## config.mk

```make
export PLATFORM = sky130hd
export DESIGN_NAME = dogx_startup_sequencer
export DESIGN_NICKNAME = d
export VERILOG_FILES = /design/src/rtl/dogx_startup_sequencer.sv
export SDC_FILE = /design/constraint.sdc
export NUM_CORES = 1
export LEC_CHECK = 0
export ABC_AREA = 1
export CAP_MARGIN = 15
export CORE_ASPECT_RATIO = 2
export CORE_MARGIN = 4
export CORE_UTILIZATION = 50
export CTS_CLUSTER_SIZE = 20
export DETAILED_ROUTE_END_ITERATION = 7
export PLACE_DENSITY = 0.84
export SETUP_SLACK_MARGIN = 0.4
export SLEW_MARGIN = 10
export SYNTH_ARGS = -nofsm -noshare
export SYNTH_HDL_FRONTEND = slang
export SYNTH_SLANG_ARGS = --single-unit
```

## constraint.sdc

```tcl
create_clock -name CLK_24M -period 2.05 [get_ports CLK_24M]
set_input_delay 0.615 -clock CLK_24M [delete_from_list [all_inputs] [get_ports CLK_24M]]
set_output_delay 0.615 -clock CLK_24M [all_outputs]
set_load 0.02 [all_outputs]
```

## src/rtl/dogx_startup_sequencer.sv

```systemverilog
// Power-up/power-down sequencer for the DOGX front end: steps bandgap, DLL, DLL feedback
// and VCO-path enables with programmable settle times, then releases the converter.
//
// state    | meaning
// OFF      | everything off, waiting for en_s
// BG_UP    | bandgap settling
// DLL_UP   | DLL settling
// DLLFB_UP | DLL feedback settling
// VCO_UP   | selected VCO paths settling, converter held in reset
// SETTLE   | converter out of reset, output discarded
// RUN      | converter output valid
// HOLD     | enabled but no VCO path requested
// SD_CONV  | shutdown: VCOs and converter off
// SD_FB    | shutdown: DLL feedback off
// SD_DLL   | shutdown: DLL off
module dogx_startup_sequencer #(
    parameter int CNT_W    = 16,
    parameter int T_BG     = 2400,
    parameter int T_DLL    = 4800,
    parameter int T_DLLFB  = 240,
    parameter int T_VCO    = 480,
    parameter int T_SETTLE = 64
) (
    input  logic       CLK_24M,
    input  logic       reset,
    input  logic       en_req,
    input  logic       hsnr_req,
    input  logic       hdr_req,
    output logic       bg_en,
    output logic       dll_en,
    output logic       dll_fb_en,
    output logic       hsnr_en,
    output logic       hdr_en,
    output logic       conv_reset,
    output logic       ready,
    output logic [3:0] seq_state
);

    typedef enum logic [3:0] {
        OFF      = 4'd0,
        BG_UP    = 4'd1,
        DLL_UP   = 4'd2,
        DLLFB_UP = 4'd3,
        VCO_UP   = 4'd4,
        SETTLE   = 4'd5,
        RUN      = 4'd6,
        HOLD     = 4'd7,
        SD_CONV  = 4'd8,
        SD_FB    = 4'd9,
        SD_DLL   = 4'd10
    } state_t;

    state_t           state_q, state_d;
    logic [CNT_W-1:0] cnt_q, cnt_d;
    logic [1:0]       path_q, path_d;
    logic [2:0]       sync1_q, sync2_q;
    logic [6:0]       out_q, out_d;

    logic       en_s;
    logic [1:0] req_s;
    logic       timer_done;
    logic       reload;
    logic       entering;

    assign en_s       = sync2_q[2];
    assign req_s      = sync2_q[1:0];
    assign timer_done = (cnt_q == '0);

    // Shutdown on en_s loss outranks any path change or timer expiry.
    always_comb begin
        state_d = state_q;
        reload  = 1'b0;
        if (!en_s && (state_q inside {BG_UP, DLL_UP, DLLFB_UP, VCO_UP, SETTLE, RUN, HOLD})) begin
            state_d = SD_CONV;
        end else begin
            case (state_q)
                OFF:      if (en_s) state_d = BG_UP;
                BG_UP:    if (timer_done) state_d = DLL_UP;
                DLL_UP:   if (timer_done) state_d = DLLFB_UP;
                DLLFB_UP: if (timer_done) state_d = (req_s != 2'b00) ? VCO_UP : HOLD;
                HOLD:     if (req_s != 2'b00) state_d = VCO_UP;
                VCO_UP, SETTLE, RUN: begin
                    if (req_s == 2'b00) begin
                        state_d = HOLD;
                    end else if (req_s != path_q) begin
                        state_d = VCO_UP;
                        reload  = 1'b1;
                    end else if (timer_done && state_q == VCO_UP) begin
                        state_d = SETTLE;
                    end else if (timer_done && state_q == SETTLE) begin
                        state_d = RUN;
                    end
                end
                SD_CONV:  state_d = SD_FB;
                SD_FB:    state_d = SD_DLL;
                SD_DLL:   state_d = OFF;
                default:  state_d = OFF;
            endcase
        end
    end

    assign entering = (state_d != state_q) || reload;

    always_comb begin
        cnt_d = timer_done ? cnt_q : cnt_q - CNT_W'(1);
        if (entering) begin
            case (state_d)
                BG_UP:    cnt_d = CNT_W'(T_BG - 1);
                DLL_UP:   cnt_d = CNT_W'(T_DLL - 1);
                DLLFB_UP: cnt_d = CNT_W'(T_DLLFB - 1);
                VCO_UP:   cnt_d = CNT_W'(T_VCO - 1);
                SETTLE:   cnt_d = CNT_W'(T_SETTLE - 1);
                default:  cnt_d = '0;
            endcase
        end
    end

    assign path_d = (entering && state_d == VCO_UP) ? req_s : path_q;

    // Outputs are decoded from the next state so they change on the same edge as the state.
    // Bit order: {bg, dll, dll_fb, hsnr, hdr, conv_reset, ready}.
    always_comb begin
        out_d = 7'b000_0000;
        case (state_d)
            BG_UP:          out_d = 7'b100_0000;
            DLL_UP:         out_d = 7'b110_0000;
            DLLFB_UP, HOLD: out_d = 7'b111_0000;
            VCO_UP:         out_d = {3'b111, path_d, 2'b00};
            SETTLE:         out_d = {3'b111, path_d, 2'b10};
            RUN:            out_d = {3'b111, path_d, 2'b11};
            SD_CONV:        out_d = 7'b111_0000;
            SD_FB:          out_d = 7'b110_0000;
            SD_DLL:         out_d = 7'b100_0000;
            default:        out_d = 7'b000_0000;
        endcase
    end

    always_ff @(posedge CLK_24M or negedge reset) begin
        if (!reset) begin
            state_q <= OFF;
            cnt_q   <= '0;
            path_q  <= 2'b00;
            sync1_q <= 3'b000;
            sync2_q <= 3'b000;
            out_q   <= 7'b000_0000;
        end else begin
            state_q <= state_d;
            cnt_q   <= cnt_d;
            path_q  <= path_d;
            sync1_q <= {en_req, hsnr_req, hdr_req};
            sync2_q <= sync1_q;
            out_q   <= out_d;
        end
    end

    assign {bg_en, dll_en, dll_fb_en, hsnr_en, hdr_en, conv_reset, ready} = out_q;
    assign seq_state = state_q;

endmodule

```

### Word level (Yosys, flattened, before mapping)

Index checks and enable logic that the tools add are counted.

* bits in registers: 35
* output and inout port bits: 11
* bits of input ports: 5
* logic and storage cells: 65

* equality and inequality tests: 22
* multiplexer cells: 21
* reductions and logical operators: 15
* add/sub/neg operators: 1

Operator list (count)
* $pmux 13 s5: 1
* $pmux 7 s6: 1
* $mux 4: 10
* $eq 4x3->1 const B: 8
* $mux 16: 2
* $pmux 4 s8: 1
* $eq 4x4->1 const B: 5
* $eq 4x2->1 const B: 4
* $logic_not 16->1: 1
* $sub 16x1->16 const B: 1
* $eq 4x1->1 const B: 2
* $reduce_bool 7->1: 1
* $reduce_or 3->1: 2
* $logic_and 1x1->1: 4
* $logic_not 4->1: 1
* $mux 1: 4
* $mux 2: 2
* $ne 4x4->1: 1
* $reduce_or 2->1: 2
* $logic_not 2->1: 1
* $ne 2x1->1 const B: 1
* $ne 2x2->1: 1
* $reduce_bool 2->1: 1
* $logic_not 1->1: 1
* $logic_or 1x1->1: 1

### Longest topological paths before layout

* depth after elaboration: 13
* gate-level depth with buffers: 18
* depth with buffers taken out: 18

### Least setup slack after synthesis

OpenSTA, ideal clock, no wires.

* path type: reg2reg
* start point: register cnt_q[0]
* end point: register cnt_q[1]
* path buffers: 0
* required time: 1934 ps
* stages on the path, launching flop included: 18
* arrival: 1931 ps
* slack: 2 ps
* clock period less this slack: 2048 ps
* library setup time: 116 ps
* path through: dfrtp_1 > inv_1 > ha_1 > nand2_2 > nor2_4 > nand2_4 > nand2_1 > nand2_1 > nor2_2 > nand2_2 > nand2_4 > nand2_2 > nand2_2 > nand3_4 > nor2_4 > inv_1 > nand2_1 > nand2_1

* cells in the longest elaborated chain, start to end: 11
* elaborated cells between the ends (all ways): 24
* those cells by class: 1 x add/sub; 7 x eq/ne; 12 x mux; 4 x reduce/logical

RTL lines
* start: declaration: RTL line 54 `logic [CNT_W-1:0] cnt_q, cnt_d;`
* start signal: assignment: RTL line 148 `cnt_q <= cnt_d;`
* $logic_not 16->1: RTL line 67 `assign timer_done = (cnt_q == '0);`
* $logic_and 1x1->1: RTL line 90 `end else if (timer_done && state_q == SETTLE) begin`
* $mux 4: RTL line 90
* $mux 4: RTL line 88 `end else if (timer_done && state_q == VCO_UP) begin`
* $mux 4: RTL line 85 `end else if (req_s != path_q) begin`
* $mux 4: RTL line 83 `if (req_s == 2'b00) begin`
* $pmux 4 s8: RTL line 76 `case (state_q)`
* $mux 4: RTL line 73 `if (!en_s && (state_q inside {BG_UP, DLL_UP, DLLFB_UP, VCO_UP, SETTLE, RUN, HOLD})) begin`
* $eq 4x3->1, or another cell as far along: RTL line 107 `case (state_d)`
* $pmux 13 s5 or $logic_or 1x1->1 (tied branches): RTL line 107, 102
* $mux 16 or $ne 2x1->1 (tied branches)

Several ways; a longest one is shown, not always the timed one. The select of a mux whose other input is x is not followed.
A chain may end at the register's enable or synchronous reset.

### Worst setup path in the final report

* start point: register sync2_q[1]
* end point: register cnt_q[7]

* cells in the longest elaborated chain, start to end: 8
* elaborated cells between the ends (all ways): 24
* those cells by class: 8 x eq/ne; 13 x mux; 3 x reduce/logical

RTL lines
* start: declaration: RTL line 56 `logic [2:0] sync1_q, sync2_q;`
* start signal: assignment: RTL line 151 `sync2_q <= sync1_q;`
* $ne 2x2->1 or $reduce_bool 2->1 (tied branches): RTL line 85, 80, 81
* $mux 4 or $mux 2 (tied branches): RTL line 85, 80
* $mux 4, on equally long branches: RTL line 83, 80
* $pmux 4 s8 *: RTL line 76
* $mux 4 *: RTL line 73
* via state_d[1]: RTL line 53 `state_t state_q, state_d;`
* $eq 4x3->1, or another cell as far along: RTL line 107
* $pmux 13 s5 or $logic_or 1x1->1 (tied branches): RTL line 107, 102
* $mux 16 or $ne 2x1->1 (tied branches)

The timed path passes the listed nets; every way through them passes the cells marked *.

==> metrics.yaml <==
cp-end-kind: "flip-flop"
cts_made_buffers: 5
die_h_um: 97.1
clkSlewWorstSetupHoldPaths_ns: 0.08
tns_ns: -7.31
cp_max_fo: 3
worstHoldPathType: "reg -> reg"
slew_violations: 0
path_cells: "buf_4, nand2_1, nand4_1, nor2_1, nand2_1, nor2_2, nor2_4, buf_6, nor2_4, nand2_2, buf_4, nand2_1, nand2_1, a21oi_1"
route.vias.total: 2312
grt_overflow_total: 0
wire_per_inst_um: 19.6
start_util_pct: 51.6
cp_common_cell: "nand2_1"
cts_tree: "done"
leakage_nw: 1.67
setup_ws_ns: -0.421
powerDensity_nw_per_um2: 1790
dp_cells: 371
r2r_cells: 14
antenna_found_initial: 0
crit_required_ns: 2.27
fin_crit_ns: 2.47
worst_pin_slew_ns: 0.458
grt_usage_pct: 28.2
syn-mean-instance-area_um2: 7.91
yosysMostFrequentCell: "nand2_1"
cp_slowest_stage_delay_ns: 0.43
status: "complete, but fails checks"
final_cell_area_um2: 3200
die_area_um2: 5100
diodes: 0
viasPerCell: 5.68
synthCells: 251
grt_setup_unrepaired: "true"
rows: 32
cts_htree_levels: 2
grt_pass1_vias: 2390
areaGrowthSynthToFinish_pct: 61.2
synth-seq-cells: 35
core_area_um2: 3840
drt-initial-drc-count: 143
layout-drive-gt1-share_pct: 47.2
power_switching_w: 0.00275
finClkSkew_ns: 0.00575
netlist_top_cells_count: "64 x nand2_1, 35 x dfrtp_1, 35 x inv_1"
yosys_warnings: 0
hpwl_mm: 4.14
cts_sinks: 35
maxCapViolations: 0
dpl_cell_area_um2: 2630
numPortBuffers: 15
pwr-share-clk_pct: 9.4
clockBufferDepth: 2
synthesis.nets: 257
utilization_pct: 83.2
pin_count: 16
grt_max_degree: 36
drt-total-wl_mm: 7.97
grt_pass1_wl_mm: 10.6
whs_path_depth: 0
ir_drop_mv: 1.18
cts_root_buf: "clkbuf_8"
nets: 361
synth_top_area_cell: "dfrtp_1"
synthDistinctLibCells: 30
setup_viol: 27
yosysTopAreaCellShare_pct: 44.1
drt_first_pass_iters: 4
yosysSeqAreaShare_pct: 44.1
synthArstFlopShare_pct: 100
synth_top_flop_cell: "dfrtp_1"
p_int_w: 0.00299
die_w_um: 52.5
clock_latency_ns: 0.30
dp_slack_ns: -0.145
arrival_ns: 2.69
fin_crit_sh_pct: 121
violations: "setup timing"
slew_headroom_pct: 69.5
route.detailed.drc: 0
fin_cells: 407
synthTopCellsByArea: "dfrtp_1 44%, nand2_1 12%, inv_1 6.6%"
synth_edf_count: 0
crit_type: "reg -> reg"
cp_slowest_cell: "dfrtp_1"
fillCellCount: 212
p_comb_share_pct: 72.9
syn_area_um2: 1980
start_kind: "flip-flop"
place.gp.congestion: 0.907
power_frac_seq_pct: 17.6
swShare_pct: 48.0
max_freq_ghz: 0.405
hold_viol_final: 0
ant_nets: 0
critical path, delay by kind of cell (launching register included):
| family | cells | cell delay, ns |
|---|---|---|
| simple gates | 10 | 1.34 |
| buf+inv | 3 | 0.45 |
| flops | 1 | 0.43 |
| compound gates | 1 | 0.17 |
per-stage QoR:
stage | power, W | hold WS [ns]
global placement | 0.00388 | 0.342
floorplan | 0.00275 | 0.319
detailed placement | 0.00397 | 0.338
CTS | 0.00502 | 0.366
global route | 0.00607 | 0.384
finish | 0.00574 | 0.366
logic make-up after synthesis:
group	Yosys count	synth area share, %
buffers and inverters	40	8.20
AO/OA/AOI/OAI	25	7.69
flip-flops	35	44.1
adder cells (fa/ha/maj)	1	0.630
AND/OR/NAND/NOR	138	34.0
XOR/XNOR	12	5.30
what timing repair did:
item,CTS,global route
pin swaps,22,12
resized for setup,59,39
buffers inserted,17,10
hold buffers,0,0
cloned,1,0
endpoints found under the setup margin,38,31
hold endpoints to repair,0,0
area by class of cell:
cell class                 count  area (µm²)  area share (%)
multi-input combinational    177        1180            36.9
tap                           51        63.8            1.99
timing repair buffer         100         840            26.2
sequential                    35         880            27.5
inverter                      36         143            4.46
clock inverter                 3        23.8           0.743
clock buffer                   5        68.8            2.15
final timing paths:
path | slack [ns] | end | start
worst max-delay path | -0.42 | cnt_q[7] | sync2_q[1]
worst min-delay path | 0.37 | sync2_q[1] | sync1_q[1]
worst max register to register | -0.42 | cnt_q[7] | sync2_q[1]
worst min register to register | 0.37 | sync2_q[1] | sync1_q[1]
max in group asynchronous | 0.98 | seq_state[0] | reset
min in group asynchronous | 0.72 | cnt_q[9] | reset
layout by cell type, fill, tap and decap left out, drive strengths merged, types with 2 or more instances in the layout:
| master | synthesis | routed |
|---|---|---|
| buf | 4 | 88 |
| nand2 | 73 | 73 |
| inv | 35 | 36 |
| dfrtp | 35 | 35 |
| nor2 | 33 | 33 |
| nand3 | 15 | 16 |
| a21oi | 10 | 10 |
| o21ai | 9 | 9 |
| dlygate4sd2 | 0 | 8 |
| nand4 | 7 | 7 |
| xnor2 | 6 | 6 |
| xor2 | 6 | 6 |
| clkbuf | 0 | 5 |
| nor3 | 5 | 5 |
| clkdlybuf4s50 | 0 | 4 |
| nor4 | 4 | 4 |
| o22ai | 2 | 2 |
| clkinvlp | 0 | 2 |
| o2111ai | 2 | 2 |
registers in the layout, summed over array words and instances, names as in the netlist:
register   count
path_q         2
cnt_q         16
sync1_q        3
out_q          7
seq_state      4
sync2_q        3
power groups by stage:
stage | clock, W | combinational, W | sequential, W
3_5_place_dp | 0 | 0.00295 | 0.00102
2_1_floorplan | 0 | 0.00167 | 0.00108
3_3_place_gp | 0 | 0.00286 | 0.00102
5_1_grt | 0.000568 | 0.00448 | 0.00102
4_1_cts | 0.000529 | 0.00349 | 0.00100
6_report | 0.000541 | 0.00419 | 0.00101
routing by layer:
layer / track usage (%) / vias to the layer above / wire length [µm] / part of all wire (%)
met4: 20.3 / 0 / 592 / 7.4
met1: 26.3 / 1134 / 2590 / 32
met5: 0 / - / 0 / 0
met2: 51.0 / 117 / 4380 / 55
met3: 4.45 / 48 / 409 / 5.1
li1: - / 1013 / - / -
Power figures use the tool's default switching activity.
==> variant 1, RTL diff (same settings) <==
`CNT_W`: 16 -> 32.
--- a/src/rtl/dogx_startup_sequencer.sv
+++ b/src/rtl/dogx_startup_sequencer.sv
@@ -14,7 +14,7 @@
 // SD_FB    | shutdown: DLL feedback off
 // SD_DLL   | shutdown: DLL off
 module dogx_startup_sequencer #(
-    parameter int CNT_W    = 16,
+    parameter int CNT_W    = 32,
     parameter int T_BG     = 2400,
     parameter int T_DLL    = 4800,
     parameter int T_DLLFB  = 240,
Formal check against the unedited RTL: no difference found for any inputs over 10 cycles, from zero or initial values and one cycle with reset low; that may be too few to reach the edited logic, so the function may still have changed.
==> variant 1 against the original RTL <==
  * The flow still finishes with violations (negative setup slack)
  * Sequential share of layout area down 0.80 points
  * Final area up 50%
  * Hold slack worse by 68 ps
  * Setup slack worse by 110 ps
  * Power up 71%
  * Sequential cell count up 16
  * Wire length up 67%
  * Area after synthesis up 58%
==> variant 1: results (changes against the original RTL) <==
placed_design:
  place_congestion: 0.9202  # +1.5%
  numPortBuffers: 15  # unchanged
  hpwl_mm: 6.605  # +60%
clock_tree:
  postCtsHoldBufs: 0  # unchanged
  clockRootBuffer: "clkbuf_16"
sta:
  setup_slack_ps: -534.0  # -112.9 ps
  skew_ps: 4.356  # -1.398 ps
  slew-limit-headroom_pct: 72.86  # +3.4 points
  hold_slack_ps: 298.1  # -67.57 ps
  finalSetupViolCount: 40  # +48%
grt:
  grt_start_max_net_pins: 52  # +44%
  grt_pass1_vias: 3571  # +49%
  grtUsageTotal_pct: 29.91  # +1.7 points
  grt_pass1_wl_mm: 17.35  # +63%
drt:
  drt-initial-drc-count: 273  # +91%
  firstDrtPassIters: 6  # +2
  via_per_inst: 5.845  # +2.9%
  wl_per_cell_um: 21.95  # +12%
synth:
  ys_types: 36  # +20%
  synth_warnings: 0  # unchanged
  seq_area_frac_synth_pct: 40.72  # -3.4 points
  synth_nets: 406  # +58%
  netlist_top_cells_count: "nand2_1, nor2_1, dfrtp_1, inv_1, nand2_2"
  synth.area.top_cells: "dfrtp_1, nand2_1, nor2_1"
cells_and_area:
  antenna_cells: 0  # unchanged
  largest_reg_flops: 32  # +16
  nets: 527  # +46%
  nFillCells: 304  # +43%
  layout-drive-gt1-share_pct: 50.96  # +3.8 points
critical_path:
  reg2reg_to: "cnt_q[12]$_DFFE_PN0P_"
  arrival_ps: 2820  # +130 ps
  reg2reg_depth: 16  # +2
  r2r_start: "cnt_q[7]$_DFFE_PN0P_"
  crit_path_max_fanout: 5  # +2
power:
  power.share.switching_pct: 51.08  # +3.1 points
  p_leak_uw: 0.002439  # +46%
  peakVddDrop_v: 0.001317  # +12%
outcome:
  violations: "negative setup slack"
  status: "finished, violations left"
worst_hold_path:
  min-delay-path-class: "primary input to async pin"
-- variant 1: cell types whose count changed after synthesis, moves of 6 or more --
cell / delta
dfrtp_1: +16
inv_1: +9
xor2_1: +7
o21ai_1: +6
nor2_1: +54
nand2_1: +22
a21oi_1: -7
a21oi_2: +8
nand2_2: +11
-- variant 1: logic make-up after synthesis --
logic type | after synthesis | synth area share [%]
simple gates | 237 | 38.08
buf+inv | 57 | 8.223
compound gates | 32 | 6.427
flops | 51 | 40.72
fa+ha+maj | 1 | 0.3991
xor+xnor | 22 | 6.148
-- variant 1: power groups by stage --
stage	combinational, uW	clock (uW)	sequential (uW)
after floorplan	3150	0	1520
after global placement	4650	0	1450
final	7450	863	1520
after detailed placement	4760	0	1470
after CTS	5720	824	1460
after global routing	7780	896	1540
-- variant 1: layout make-up --
cell class              instances  area share [%]
inverters                      51           4.410
flip-flops and latches         51           26.70
multi-input cells             294           42.01
repair buffers                118           21.74
clock buffers                   6           2.688
well taps                      84           2.192
clock inverters                 2          0.2610
-- variant 1: worst max path at each step --
stage                                startpoint               endpoint  slack, ps  cells past startpoint
after floorplan            cnt_q[0]$_DFFE_PN0P_     out_q[3]$_DFF_PN0_         10                     18
after global placement    cnt_q[25]$_DFFE_PN0P_   cnt_q[6]$_DFFE_PN0P_       -100                     15
after detailed placement  cnt_q[25]$_DFFE_PN0P_     out_q[3]$_DFF_PN0_       -200                     16
after CTS                  cnt_q[1]$_DFFE_PN0P_  cnt_q[26]$_DFFE_PN0P_       -180                     17
after global routing      cnt_q[25]$_DFFE_PN0P_   cnt_q[0]$_DFFE_PN0P_       -610                     18
final                      cnt_q[7]$_DFFE_PN0P_  cnt_q[12]$_DFFE_PN0P_       -530                     16
-- variant 1: routing by layer --
layer	routed length [um]	part of all wire (%)	global-route usage, %
met5	0	0	0
met3	854	6.4	4.026
met2	6960	52	55.87
met4	1484	11	24.49
met1	4000	30	27.27
-- variant 1: through the flow --
stage,instances,area (um2),setup slack (ps),TNS [ps],power (uW)
finish,606,4795,-534.0,-16520,9834
floorplan,400,3191,11.53,0,4668
detailed placement,570,3978,-195.0,-4580,6231
CTS,593,4408,-178.7,-5021,8001
global route,606,4795,-613.9,-19610,10220
global placement,570,3978,-102.6,-1507,6102
-- variant 1: repair_timing --
item	4_1_cts	5_1_grt
pin swaps	13	25
buffers inserted	12	12
gates resized for setup	73	77
gates cloned	3	1
setup endpoints to repair	55	47
-- variant 1: worst max-delay path, stage by stage, from the launching register on --
cell and delay, ps:
dfrtp_1 400, nor2_2 150, nand2_2 130, nor2_8 190, nand2_4 80, nor2_4 170
nand2_1 100, nand2_2 120, nand2_2 90, nand2_4 130, nand2_4 80, nand2_4 110
nand2_8 90, buf_4 150, nor2_4 220, o21ai_1 160, a21oi_2 150
==> variant 2, RTL diff (same flow settings) <==
Made on the original files. Make the reset (`reset`) synchronous in one clocked block.
--- a/src/rtl/dogx_startup_sequencer.sv
+++ b/src/rtl/dogx_startup_sequencer.sv
@@ -135,7 +135,7 @@
         endcase
     end
 
-    always_ff @(posedge CLK_24M or negedge reset) begin
+    always_ff @(posedge CLK_24M) begin
         if (!reset) begin
             state_q <= OFF;
             cnt_q   <= '0;
Check against the original RTL: differs if reset is asserted again (counterexample within 4 cycles, from zero or initial values and one cycle with reset low); with reset held inactive, the same outputs for 10 cycles.
==> variant 2 against the original RTL <==
  * The run still ends with negative setup slack left
  * Area after synthesis rose by 1.5%
  * Sequential share of layout area fell by 3.0 points
  * Setup slack improved by 260 ps
  * Wire length fell by 6.6%
  * Die area rose by 1.3%
  * Sequential cell count did not move
  * Final area fell by 7.8%
Power is not shown: default switching activity piles up to over one toggle a cycle in this logic, so the estimate is an artifact.
==> variant 2: results (changes against the original RTL) <==
outcome:
  status: "finished, violations left"
  violations: "negative setup slack"
placed_design:
  place_congestion: 0.9723  # +7.2%
  hpwl_mm: 4.296  # +3.8%
sta:
  setup_slack_ps: -159.1  # +262.0 ps
  setup_tns_ps: -1544  # +5764 ps
  skew_ps: 4.970  # -0.7849 ps
  finalSetupViolCount: 18  # -33%
  worst_pin_slew_ps: 363.2  # -95.08 ps
critical_path:
  crit_path_max_fanout: 5  # +2
  reg2reg_to: "cnt_q[8]$_SDFFE_PN0P_"
  r2r_start: "cnt_q[1]$_SDFFE_PN0P_"
  critPathMaxStageDelay_ps: 360  # -70 ps
  crit_slowest_cell: "dfxtp_4"
  reg2reg_depth: 15  # +1
  arrival_ps: 2430  # -260 ps
cells_and_area:
  layout-drive-gt1-share_pct: 44.92  # -2.3 points
  nets: 359  # -0.55%
clock_tree:
  cts.htree.levels: 2  # unchanged
  clk_latency_ps: 290
  cts.path.max_buffers: 2  # unchanged
drt:
  wl_per_cell_um: 18.37  # -6.1%
  via_per_inst: 5.758  # +1.4%
synth:
  synth_adder_area_share_pct: 0.6215  # -0.0090 points
  netlist_top_cells_count: "nand2_1, nor2_1, dfxtp_1, inv_1, nand3_1"
  async_flop_share_pct: 0  # -100 points
  synth-xor-area-share_pct: 6.091  # +0.79 points
  seq_area_frac_synth_pct: 34.80  # -9.3 points
  synth.area.top_cells: "dfxtp_1, nand2_1, nor2_1"
  synth-compound-area-share_pct: 6.588  # -1.1 points
  synth_nets: 293  # +14%
  ys.flop_type: "dfxtp_1"
grt:
  grt_start_max_net_pins: 14  # -61%
  grt_pass1_vias: 2380  # -0.42%
  grtUsageTotal_pct: 28.17  # -0.049 points
  grt_pass1_wl_mm: 10.88  # +2.3%
worst_hold_path:
  worstHoldStart: "sync1_q[2]$_SDFF_PN0_"
  hold_path_depth: 2  # +2
-- variant 2: area by class of cell --
cell class,count,share of cell area [%]
multi-input cells,215,48.18
flip-flops and latches,35,24.47
repair buffers,62,17.22
inverters,34,4.835
clock buffers,5,2.332
well taps,51,2.163
clock inverters,3,0.8058
-- variant 2: how the worst max path moves through the flow --
stage | from | to | slack (ps) | cells past startpoint
3_3_place_gp | cnt_q[15]$_SDFFE_PN0P_ | cnt_q[1]$_SDFFE_PN0P_ | -5 | 16
4_1_cts | cnt_q[0]$_SDFFE_PN0P_ | cnt_q[3]$_SDFFE_PN0P_ | 30 | 18
6_report | cnt_q[1]$_SDFFE_PN0P_ | cnt_q[8]$_SDFFE_PN0P_ | -160 | 15
3_5_place_dp | cnt_q[15]$_SDFFE_PN0P_ | cnt_q[1]$_SDFFE_PN0P_ | -80 | 16
2_1_floorplan | cnt_q[0]$_SDFFE_PN0P_ | path_q[0]$_SDFF_PN0_ | 230 | 15
5_1_grt | cnt_q[1]$_SDFFE_PN0P_ | cnt_q[3]$_SDFFE_PN0P_ | -260 | 17
-- variant 2: cells by family (layout without fill, tap and decap cells) --
logic type,after synthesis,in the layout
AND/OR/NAND/NOR,177,178
buffers and inverters,38,104
flip-flops,35,35
AO/OA/AOI/OAI,22,22
XOR/XNOR,14,14
adder cells (fa/ha/maj),1,1
-- variant 2: tightest hold or removal path, stage by stage (launching register included) --
cell     delay [ps]
dfxtp_1         310
nand2_1          50
inv_1            40
-- variant 2: through the flow --
| step | hold WS (ps) | cell area (um2) | instances | setup slack, ps |
|---|---|---|---|---|
| floorplan | 390.5 | 2057 | 287 | 232.1 |
| global placement | 397.2 | 2444 | 376 | -4.799 |
| detailed placement | 409.6 | 2444 | 376 | -76.42 |
| CTS | 429.3 | 2738 | 397 | 33.40 |
| global route | 445.6 | 2950 | 405 | -258.6 |
| finish | 427.4 | 2950 | 405 | -159.1 |
-- variant 2: timing repair --
item | 4_1_cts | 5_1_grt
setup buffers | 12 | 8
cloned | 1 | 0
setup endpoints to repair | 37 | 32
pin swaps | 20 | 28
hold buffers | 0 | 0
resized for setup | 44 | 53
-- variant 2: layer usage --
layer | up-vias | routed length, um | track usage (%)
met5 | - | 0 | 0
li1 | 1036 | - | -
met1 | 1072 | 2383 | 26.72
met2 | 155 | 3936 | 50.19
met4 | 0 | 697 | 22.05
met3 | 69 | 422 | 3.969
